### config.mk
export PLATFORM = sky130hd
export DESIGN_NAME = mul_ctrl_flat
export DESIGN_NICKNAME = d
export VERILOG_FILES = /design/src/rtl/mul_ctrl_if.sv /design/src/rtl/mul_ctrl.sv /design/src/flat_wrapper.sv
export SDC_FILE = /design/constraint.sdc
export NUM_CORES = 1
export LEC_CHECK = 0
export BUFFER_PORTS_ARGS = -buffer_cell sky130_fd_sc_hd__buf_2
export CORE_ASPECT_RATIO = 0.7
export CORE_UTILIZATION = 54
export DETAILED_ROUTE_END_ITERATION = 8
export PLACE_DENSITY = 0.85
export SYNTH_ARGS = -nofsm -noshare
export SYNTH_HDL_FRONTEND = slang
export SYNTH_SLANG_ARGS = --single-unit
### constraint.sdc
create_clock -name clk -period 5.3 [get_ports clk]
set_input_delay 0.265 -clock clk [delete_from_list [all_inputs] [get_ports clk]]
set_output_delay 0.265 -clock clk [all_outputs]
set_load 0.05 [all_outputs]
### src/rtl/mul_ctrl_if.sv
// Signal bundle between EX decode, the combinational Multiplier, HI/LO and the
// mul_ctrl sequencer. The controller uses the slave view; its environment uses master.
interface mul_ctrl_if;
  logic        start;
  logic [5:0]  funct;
  logic [31:0] operand_1;
  logic [31:0] operand_2;
  logic        flush;
  logic        mul_en;
  logic [31:0] mul_op1;
  logic [31:0] mul_op2;
  logic [63:0] mul_result;
  logic        stall_req;
  logic        busy;
  logic        hilo_we;
  logic [31:0] hi_o;
  logic [31:0] lo_o;

  modport slave (
    input  start, funct, operand_1, operand_2, flush, mul_result,
    output mul_en, mul_op1, mul_op2, stall_req, busy, hilo_we, hi_o, lo_o
  );

  modport master (
    output start, funct, operand_1, operand_2, flush, mul_result,
    input  mul_en, mul_op1, mul_op2, stall_req, busy, hilo_we, hi_o, lo_o
  );
endinterface

### src/rtl/mul_ctrl.sv
// Multicycle sequencer for the EX-stage Multiplier: holds operands for MUL_CYCLES,
// samples the signed product, fixes it up for MULTU and strobes the HI/LO write.
module mul_ctrl #(
  parameter int         MUL_CYCLES  = 3,
  parameter logic [5:0] FUNCT_MULT  = 6'b011000,
  parameter logic [5:0] FUNCT_MULTU = 6'b011001
) (
  input logic     clk,
  input logic     rst_n,
  mul_ctrl_if.slave bus
);

  localparam int CW = (MUL_CYCLES > 1) ? $clog2(MUL_CYCLES) : 1;

  typedef enum logic [1:0] {IDLE, BUSY, DONE} state_t;

  state_t        state;
  logic [CW-1:0] cnt;
  logic          is_unsigned;
  logic [31:0]   op1;
  logic [31:0]   op2;
  logic [31:0]   hi;
  logic [31:0]   lo;

  logic        is_mul;
  logic        accept;
  logic [31:0] hi_fixed;

  assign is_mul = (bus.funct == FUNCT_MULT) || (bus.funct == FUNCT_MULTU);
  assign accept = bus.start && !bus.flush && is_mul;

  // Reinterpreting a signed product as unsigned only changes the upper word.
  assign hi_fixed = bus.mul_result[63:32]
                  + (op1[31] ? op2 : 32'd0)
                  + (op2[31] ? op1 : 32'd0);

  always_ff @(posedge clk or negedge rst_n) begin
    if (!rst_n) begin
      state       <= IDLE;
      cnt         <= '0;
      is_unsigned <= 1'b0;
      op1         <= '0;
      op2         <= '0;
      hi          <= '0;
      lo          <= '0;
    end else begin
      case (state)
        IDLE: begin
          if (accept) begin
            op1         <= bus.operand_1;
            op2         <= bus.operand_2;
            is_unsigned <= (bus.funct == FUNCT_MULTU);
            cnt         <= CW'(MUL_CYCLES - 1);
            state       <= BUSY;
          end
        end
        BUSY: begin
          // A flush abandons the op before capture so HI/LO keep their old contents.
          if (bus.flush) begin
            state <= IDLE;
          end else if (cnt == '0) begin
            hi    <= is_unsigned ? hi_fixed : bus.mul_result[63:32];
            lo    <= bus.mul_result[31:0];
            state <= DONE;
          end else begin
            cnt <= cnt - 1'b1;
          end
        end
        DONE:    state <= IDLE;
        default: state <= IDLE;
      endcase
    end
  end

  assign bus.mul_en    = (state == BUSY);
  assign bus.busy      = (state != IDLE);
  assign bus.stall_req = ((state == IDLE) && accept) || ((state == BUSY) && !bus.flush);
  assign bus.hilo_we   = (state == DONE) && !bus.flush;
  assign bus.mul_op1   = op1;
  assign bus.mul_op2   = op2;
  assign bus.hi_o      = hi;
  assign bus.lo_o      = lo;

endmodule

### src/flat_wrapper.sv
// flat-port wrapper written by rule: the top's interface ports become plain ports
module mul_ctrl_flat 
#(
  parameter int         MUL_CYCLES  = 3,
  parameter logic [5:0] FUNCT_MULT  = 6'b011000,
  parameter logic [5:0] FUNCT_MULTU = 6'b011001
)
  (clk, rst_n, bus_start, bus_funct, bus_operand_1, bus_operand_2, bus_flush, bus_mul_result, bus_mul_en, bus_mul_op1, bus_mul_op2, bus_stall_req, bus_busy, bus_hilo_we, bus_hi_o, bus_lo_o);
  mul_ctrl_if bus_i ();
  input logic clk;
  input logic rst_n;
  input wire logic [$bits(bus_i.start)-1:0] bus_start;
  input wire logic [$bits(bus_i.funct)-1:0] bus_funct;
  input wire logic [$bits(bus_i.operand_1)-1:0] bus_operand_1;
  input wire logic [$bits(bus_i.operand_2)-1:0] bus_operand_2;
  input wire logic [$bits(bus_i.flush)-1:0] bus_flush;
  input wire logic [$bits(bus_i.mul_result)-1:0] bus_mul_result;
  output wire logic [$bits(bus_i.mul_en)-1:0] bus_mul_en;
  output wire logic [$bits(bus_i.mul_op1)-1:0] bus_mul_op1;
  output wire logic [$bits(bus_i.mul_op2)-1:0] bus_mul_op2;
  output wire logic [$bits(bus_i.stall_req)-1:0] bus_stall_req;
  output wire logic [$bits(bus_i.busy)-1:0] bus_busy;
  output wire logic [$bits(bus_i.hilo_we)-1:0] bus_hilo_we;
  output wire logic [$bits(bus_i.hi_o)-1:0] bus_hi_o;
  output wire logic [$bits(bus_i.lo_o)-1:0] bus_lo_o;
  assign bus_i.start = bus_start;
  assign bus_i.funct = bus_funct;
  assign bus_i.operand_1 = bus_operand_1;
  assign bus_i.operand_2 = bus_operand_2;
  assign bus_i.flush = bus_flush;
  assign bus_i.mul_result = bus_mul_result;
  assign bus_mul_en = bus_i.mul_en;
  assign bus_mul_op1 = bus_i.mul_op1;
  assign bus_mul_op2 = bus_i.mul_op2;
  assign bus_stall_req = bus_i.stall_req;
  assign bus_busy = bus_i.busy;
  assign bus_hilo_we = bus_i.hilo_we;
  assign bus_hi_o = bus_i.hi_o;
  assign bus_lo_o = bus_i.lo_o;
  mul_ctrl #(.MUL_CYCLES(MUL_CYCLES), .FUNCT_MULT(FUNCT_MULT), .FUNCT_MULTU(FUNCT_MULTU)) u_core (.clk(clk), .rst_n(rst_n), .bus(bus_i));
endmodule
* Word-level counts from Yosys, hierarchy flattened
Index checks and enable logic that the tools add are counted.
** Storage, ports and cells
- Register bits :: 133
- Input port bits :: 138
- Output and inout bits :: 132
- Word-level logic and storage cells :: 46
** Operators by class
- Add/sub/neg operators :: 3
- Equal/unequal tests :: 8
- Muxes and demuxes :: 11
- Bitwise operators :: 1
- Reduce and logical (&&, ||, !) cells :: 16
** Operators with widths (number)
- 32-bit two-way mux :: 3
- 32-bit adder :: 2
- 6-bit by 5-bit equality test with 1-bit output (second input constant) :: 2
- 2-bit two-way mux :: 6
- 2-bit one-hot mux with 2 select lines :: 2
- 1-bit logical AND :: 5
- 2-bit zero test :: 2
- 2-bit != test (second input constant) :: 2
- 2-bit AND reduction :: 2
- 4-bit AND reduction :: 1
- 2-bit nonzero test :: 2
- 3-bit by 2-bit != test with 1-bit output (second input constant) :: 1
- 3-bit AND reduction :: 1
- 2-bit by 1-bit equality test with 1-bit output (second input constant) :: 1
- 2-bit equality test (second input constant) :: 1
- 1-bit logical OR :: 2
- 2-bit by 1-bit != test with 1-bit output (second input constant) :: 1
- 2-bit by 1-bit subtractor with 2-bit output (second input constant) :: 1
- 1-bit zero test :: 1
- 1-bit NOT :: 1

* Depth between registers and ports, before layout
Gate-level depths: netlist of run 1.
- Word-level depth :: 5
- Depth in mapped cells :: 16
- Depth with buffers taken out :: 15

* Worst setup path before layout of run 1
Ideal clock, no wire load.
- Kind :: reg2reg
- Start point :: register u_core.op2[31] (netlist: u_core.bus.mul_op2[31])
- End point :: register u_core.hi[29] (netlist: u_core.bus.hi_o[29])
- Setup time :: 67 ps
- Data arrival time :: 3564 ps
- Required time :: 5233 ps
- Path slack :: 1670 ps
- Stages on the path, launching flop included :: 16
- Path buffers :: 1
- Period minus slack after synthesis :: 3630 ps
- Cell sequence :: dfrtp_1 -> clkbuf_1 -> and2_1 -> fa_1 -> ha_1 -> inv_1 -> fa_1 -> nand2b_1 -> a21oi_1 -> o21a_1 -> o21ai_1 -> a31oi_1 -> a311oi_1 -> o21ai_1 -> mux2_2 -> nand2_1
** Between the ends
- Word-level cells in the longest chain between the ends :: 3
** Ends and longest elaborated chain
- from (decl) :: RTL line mul_ctrl.sv:21 : logic [31:0] op2;
- from (signal assigned) :: RTL line mul_ctrl.sv:51 : op2 <= bus.operand_2;
- 32-bit two-way mux :: RTL line mul_ctrl.sv:35 : + (op2[31] ? op1 : 32'd0);
- 32-bit adder :: RTL line mul_ctrl.sv:35
- 32-bit two-way mux :: RTL line mul_ctrl.sv:62 : hi <= is_unsigned ? hi_fixed : bus.mul_result[63:32];
- to (signal assigned) :: RTL line mul_ctrl.sv:62
- to (decl) :: RTL line mul_ctrl.sv:22 : logic [31:0] hi;
Every way passes these cells.
A chain may end at the register's enable or synchronous reset.

* Worst setup path after layout of run 1
Same ends and word-level chain as after synthesis.

==> flow_summary.yaml, run 1 <==
yosys:
  synth_area_um2: 7900
  synth_compound_area_share_pct: 10.5
  synthAdderAreaFrac_pct: 13.0
  yosys-mux-area-fraction_pct: 12.7
  syn_nets: 967
  synth_top_family_by_area: "simple AND/OR/NAND/NOR gates"
  synth_edf_count: 0
  synth_xor_area_share_pct: 2.88
  ys_seq_area_share_pct: 42.1
  synth_warnings: 0
  yosys.area_share.simple_pct: 16.3
  async_flop_share_pct: 100
  synthFlopType: "dfrtp_1"
  synthCells: 766
  synth-seq-cells: 133
  yosysUniqueCellTypes: 53
  syn_area_per_cell_um2: 10.3
critical_path:
  endpoint_kind: "flip-flop"
  crit_path_top_delay_cell: "dfrtp_1"
  cp_max_fo: 33
  cp_slowest_stage_delay_ps: 1010
  startpoint_type: "flip-flop"
  cp.required_ps: 5640
  path_cells: "nand2_1, fa_1, inv_1, ha_1, inv_1, fa_1, nand2b_1, a21oi_1, o21a_1, o21ai_1, a31oi_1, a311oi_1, o21ai_1, mux2_2, nand2_1"
  worstPathBufferInverterCount: 2
  crit_arrival_ps: 4600
  path_class: "flip-flop to flip-flop"
  critical-path-top-delay-family: "compound AO/OA/AOI/OAI gates"
sta:
  setup_viol: 0
  rsz0062_at_grt: "no"
  fmax_mhz: 235
  finClkSkew_ps: 16.8
  hold_viol_final: 0
  finalCritPeriodShare_pct: 80.2
  tightest_slew_ps: 1050
  maxSlewViolCount: 0
  slew-limit-headroom_pct: 30.2
  finalSetupTns_ps: 0
  fin_crit_ps: 4250
floorplanning:
  start_util_pct: 56.1
  ioPinCount: 270
  die_y_um: 103
  die_x_um: 147
  die_area_um2: 15100
  core_um2: 14100
  rows: 36
power_and_ir_drop:
  p_leak_nw: 5.54
  vdd_drop_max_v: 0.000234
  total_power_mw: 3.41
  power.density_nw_per_um2: 341
clock_network:
  cts_tree: "done"
  numClockSinks: 133
  clk_path_buf_depth: 2
  cts_root_buf: "clkbuf_16"
  clock_latency_ps: 420
  h-tree-depth: 4
  cts_buffers: 17
  cts_resized: 0
  clkSlewWorstSetupHoldPaths_ps: 60
drt:
  drt_pass1_iterations: 4
  post_drt_wl_per_cell_um: 16.6
  drtIter0Drc: 280
  via_count: 6542
  drc_errors: 0
  post_drt_via_cell_ratio: 5.34
  ant_nets: 0
  routed_wirelength_um: 20400
global_route:
  gr-total-overflow: 0
  grt_pass1_wl_um: 33500
  grt_pass1_vias: 6516
  antenna_found_initial: 0
  grt_max_degree: 88
  track_usage_pct: 28.4
layout:
  syn_to_final_growth_pct: 26.4
  drive_gt1_share_pct: 36.9
  nets: 1223
  diodes: 0
  fillers: 1101
placement:
  hpwlAfterDp_um: 15100
  io_buffers: 269
  place.gp.congestion: 0.870
job:
  drv_cap: 0
status:
  status: "completed"
hold_path:
  hold_path.class: "input port to flip-flop"
[stage by stage]
| stage | cell area, um^2 | instances | setup WS (ps) | util (%) | hold slack, ps |
|---|---|---|---|---|---|
| 5_1_grt | 9990 | 1225 | 752 | 70.9 | 39.8 |
| 3_3_place_gp | 9380 | 1192 | 1310 | 66.5 | 310 |
| 3_5_place_dp | 9380 | 1192 | 1140 | 66.5 | 318 |
| 4_1_cts | 9990 | 1225 | 1080 | 70.9 | 29.5 |
| 2_1_floorplan | 7900 | 766 | 1670 | - | -30.6 |
| 6_report | 9990 | 1225 | 1050 | 70.9 | 46.1 |
[worst reg2reg max path: cells and delay by family (launching register included)]
family	cells	cell delay [ps]
compound gates	6	1270
buf+inv	2	130
fa+ha+maj	3	1010
simple gates	3	420
mux	1	350
flops	1	1010
[flip-flops by register name, indices dropped and copies added (netlist names)]
signal / count
u_core.bus.hi_o: 32
u_core.bus.mul_op1: 32
u_core.bus.lo_o: 32
u_core.bus.mul_op2: 32
u_core.cnt: 2
u_core.state: 2
u_core.is_unsigned: 1
[power by group]
| part | internal [mW] | total [mW] | switching (mW) |
|---|---|---|---|
| registers | 1.12 | 1.23 | 0.105 |
| clock network | 0.719 | 1.20 | 0.481 |
| logic | 0.321 | 0.985 | 0.664 |
| total | 2.16 | 3.41 | 1.25 |
[cells in the mapped netlist (all sizes together) (6+ instances only)]
library cell,count,area (um^2)
a21o,12,90.1
a21oi,37,185
a31oi,6,37.5
and2,61,382
buf,7,30.0
clkbuf,30,118
dfrtp,133,3330
fa,32,641
ha,31,388
inv,14,52.6
mux2,66,743
mux2i,26,260
nand2,143,537
nand2b,6,37.5
nand3,9,45.0
nor2,19,71.3
nor2b,6,37.5
o21a,7,52.6
o21ai,46,230
xnor2,21,184
[final timing paths]
| path | from | endpoint | slack [ps] | cells past startpoint |
|---|---|---|---|---|
| worst min-delay path | bus_mul_result[6] | u_core.bus.lo_o[6] | 50 | 3 |
| worst max-delay path | u_core.bus.mul_op2[31] | u_core.bus.hi_o[29] | 1050 | 15 |
| worst min register to register | u_core.bus.lo_o[27] | u_core.bus.lo_o[27] | 470 | 2 |
| max in group asynchronous | rst_n | u_core.bus.hi_o[5] | 3660 | 3 |
| worst max register to register | u_core.bus.mul_op2[31] | u_core.bus.hi_o[29] | 1050 | 15 |
| min in group asynchronous | rst_n | u_core.bus.mul_op2[17] | 430 | 2 |
[final cells by class]
cell class | instances | area (um^2) | area share, %
multi-input combinational | 582 | 4380 | 43.8
sequential | 133 | 3330 | 33.3
timing repair buffer | 274 | 1390 | 13.9
clock buffer | 18 | 439 | 4.40
tap | 190 | 238 | 2.38
clock inverter | 14 | 163 | 1.63
inverter | 14 | 52.6 | 0.526
[cells by family after synthesis]
kind of cell	Yosys count
multiplexers	92
AND/OR/NAND/NOR	267
flip-flops	133
adder cells (fa/ha/maj)	63
XOR/XNOR	26
AO/OA/AOI/OAI	134
buffers and inverters	51
[placed cells by master (no fill, tap or decap), drive strengths merged, types with 9 or more instances in the layout]
cell	synthesis	layout
a21o	12	12
a21oi	37	37
and2	61	61
buf	7	273
clkbuf	30	18
dfrtp	133	133
fa	32	32
ha	31	31
inv	14	21
mux2	66	66
mux2i	26	26
nand2	143	143
nand3	9	9
nor2	19	19
o21ai	46	46
xnor2	21	21
[metal layers]
metal  vias to the layer above  share of wire, %  global-route usage, %
li1                       3134                 -                      -
met1                      3173                47                   39.0
met2                       219                46                   47.1
met3                        16               5.3                   5.48
met4                         0              0.95                   7.37
met5                         -                 0                      0
[repair_timing]
action / CTS / global route
hold buffers: 1 / 0
buffers inserted: 0 / 0
hold endpoints to repair: 70 / 0
(Power assumes the default switching activity.)
==> inputs of run 2 (changes only) <==
--- a/config.mk
+++ b/config.mk
@@ -7,9 +7,9 @@
 export LEC_CHECK = 0
 export BUFFER_PORTS_ARGS = -buffer_cell sky130_fd_sc_hd__buf_2
 export CORE_ASPECT_RATIO = 0.7
-export CORE_UTILIZATION = 54
+export CORE_UTILIZATION = 46
 export DETAILED_ROUTE_END_ITERATION = 8
-export PLACE_DENSITY = 0.85
+export PLACE_DENSITY = 0.77
 export SYNTH_ARGS = -nofsm -noshare
 export SYNTH_HDL_FRONTEND = slang
 export SYNTH_SLANG_ARGS = --single-unit
==> constraint.sdc (replaced) <==
create_clock -name clk -period 3.55 [get_ports clk]
set_input_delay 0.1775 -clock clk [delete_from_list [all_inputs] [get_ports clk]]
set_output_delay 0.1775 -clock clk [all_outputs]
set_load 0.05 [all_outputs]
==> run 2 against run 1 <==
Fmax is 23% higher. Hold slack worse by 31 ps. Combinational power is 73% higher. Critical path depth is 2 lower. Critical endpoint is now u_core.bus.hi_o[30]. Sequential power is 46% higher.
==> flow_summary.yaml, run 2 (synthesis results as in run 1) <==
floorplanning:
  die_area_um2: 17700
  core_um2: 16500
  rows: 39
  die_y_um: 112
  die_x_um: 159
  start_util_pct: 47.8
  ioPinCount: 270
layout:
  final_cell_mix: "buf_2 (268), nand2_1 (142), dfrtp_1 (130)"
  finish.utilization_pct: 69.1
  fin_cells: 1387
  nets: 1352
  drive_gt1_share_pct: 38.2
  final_common_cell: "buf_2"
  fillers: 1234
  diodes: 0
  regArea_um2: 3330
  syn_to_final_growth_pct: 44.6
  multi_input_area_um2: 4570
sta:
  rsz0062_at_grt: "yes"
  hold_viol_final: 0
  fin_crit_ps: 3460
  fmax_mhz: 289
  tightest_slew_ps: 760
  setup_viol: 0
  maxSlewViolCount: 0
  finalCritPeriodShare_pct: 97.5
  finClkSkew_ps: 25.4
  slew-limit-headroom_pct: 49.3
power_and_ir_drop:
  sw_frac_of_total_pct: 35.2
  combPwrFrac_pct: 32.2
  vdd_drop_max_v: 0.000291
  switching_power_mw: 1.86
  seqPwrFrac_pct: 34.1
  total_power_mw: 5.29
  intPower_mw: 3.42
  power.density_nw_per_um2: 463
  p_clk_share_pct: 33.7
  p_leak_nw: 6.14
placement:
  dp_cells: 1258
  io_buffers: 269
  place.gp.congestion: 0.863
  hpwlAfterDp_um: 16300
global_route:
  track_usage_pct: 27.3
  grt_pass1_vias: 7306
  gr-total-overflow: 0
  antenna_found_initial: 0
  grt_max_degree: 80
  grt_pass1_wl_um: 37100
critical_path:
  critical-path-top-delay-family: "simple AND/OR/NAND/NOR gates"
  endpoint_kind: "flip-flop"
  cp_slowest_stage_delay_ps: 500
  cp_max_fo: 20
  startpoint_type: "flip-flop"
  path_cells: "buf_6, and2_1, fa_1, ha_4, o21a_1, a211o_1, or4b_4, and4b_4, o31ai_2, o211ai_1, xnor2_1, mux2i_1, o21ai_1"
  cp.required_ps: 3850
  worstPathBufferInverterCount: 1
  crit_path_top_delay_cell: "fa_1"
  path_class: "flip-flop to flip-flop"
  crit_arrival_ps: 3760
clock_network:
  h-tree-depth: 4
  clkSlewWorstSetupHoldPaths_ps: 60
  cts_buffers: 17
  clock_latency_ps: 430
  cts_tree: "done"
  cts_root_buf: "clkbuf_16"
  numClockSinks: 133
  clk_path_buf_depth: 2
drt:
  drtIter0Drc: 407
  drt_pass1_iterations: 4
  routed_wirelength_um: 23400
  drc_errors: 0
  ant_nets: 0
  via_count: 7112
  post_drt_via_cell_ratio: 5.13
  post_drt_wl_per_cell_um: 16.8
hold_path:
  hold_path.class: "input port to flip-flop"
job:
  drv_cap: 0
status:
  status: "completed"
==> run 2: worst register-to-register path, stage by stage (launching register included) <==
cell,delay (ps)
dfrtp_2,440
buf_6,180
and2_1,170
fa_1,500
ha_4,310
o21a_1,150
a211o_1,150
or4b_4,480
and4b_4,260
o31ai_2,230
o211ai_1,130
xnor2_1,140
mux2i_1,130
o21ai_1,70
==> run 2: metrics by stage <==
stage | hold WS (ps) | setup TNS, ps | area [um^2] | setup WS [ps]
finish | 15.3 | 0 | 11400 | 90.1
global route | 15.4 | -107 | 11400 | -40.3
global placement | 266 | 0 | 9660 | 87.6
CTS | 5.77 | 0 | 11200 | 16.8
floorplan | -118 | 0 | 7910 | 17.9
detailed placement | 274 | 0 | 9660 | 8.94
==> run 2: power by group through the flow <==
stage	combinational (mW)	clock, mW	sequential, mW
floorplan	0.568	0	2.31
global placement	1.54	0	1.82
detailed placement	1.55	0	1.82
CTS	1.64	1.81	1.80
global route	1.83	1.88	1.82
finish	1.70	1.78	1.80
==> run 2: path summary, 6_finish.rpt <==
| kind | slack, ps | cells past startpoint | from | end |
|---|---|---|---|---|
| worst min register to register | 470 | 2 | u_core.bus.lo_o[11] | u_core.bus.lo_o[11] |
| worst max-delay path | 90 | 13 | u_core.bus.mul_op2[31] | u_core.bus.hi_o[30] |
| max in group asynchronous | 2320 | 3 | rst_n | u_core.is_unsigned |
| min in group asynchronous | 370 | 2 | rst_n | u_core.bus.mul_op2[17] |
| worst min-delay path | 20 | 2 | bus_operand_1[7] | u_core.bus.mul_op1[7] |
| worst max register to register | 90 | 13 | u_core.bus.mul_op2[31] | u_core.bus.hi_o[30] |
==> run 2: per-layer routing <==
layer	vias up	wire, um	track usage [%]	share of wire (%)
met5	-	0	0	0
li1	3396	-	-	-
met3	33	1540	7.67	6.6
met4	0	420	8.65	1.8
met1	3434	10800	36.3	46
met2	249	10600	42.9	46
==> run 2: layout make-up <==
type | count | share of cell area, %
tap | 225 | 2.46
multi-input combinational | 582 | 40.0
inverter | 14 | 0.460
timing repair buffer | 403 | 22.8
clock buffer | 21 | 4.03
sequential | 133 | 29.2
clock inverter | 9 | 1.13
==> run 2: repair_timing <==
action	4_1_cts	5_1_grt
endpoints found under the setup margin	2	12
hold buffers	95	0
pin swaps	0	13
buffers inserted	0	4
hold endpoints to repair	171	0
resized for setup	2	36
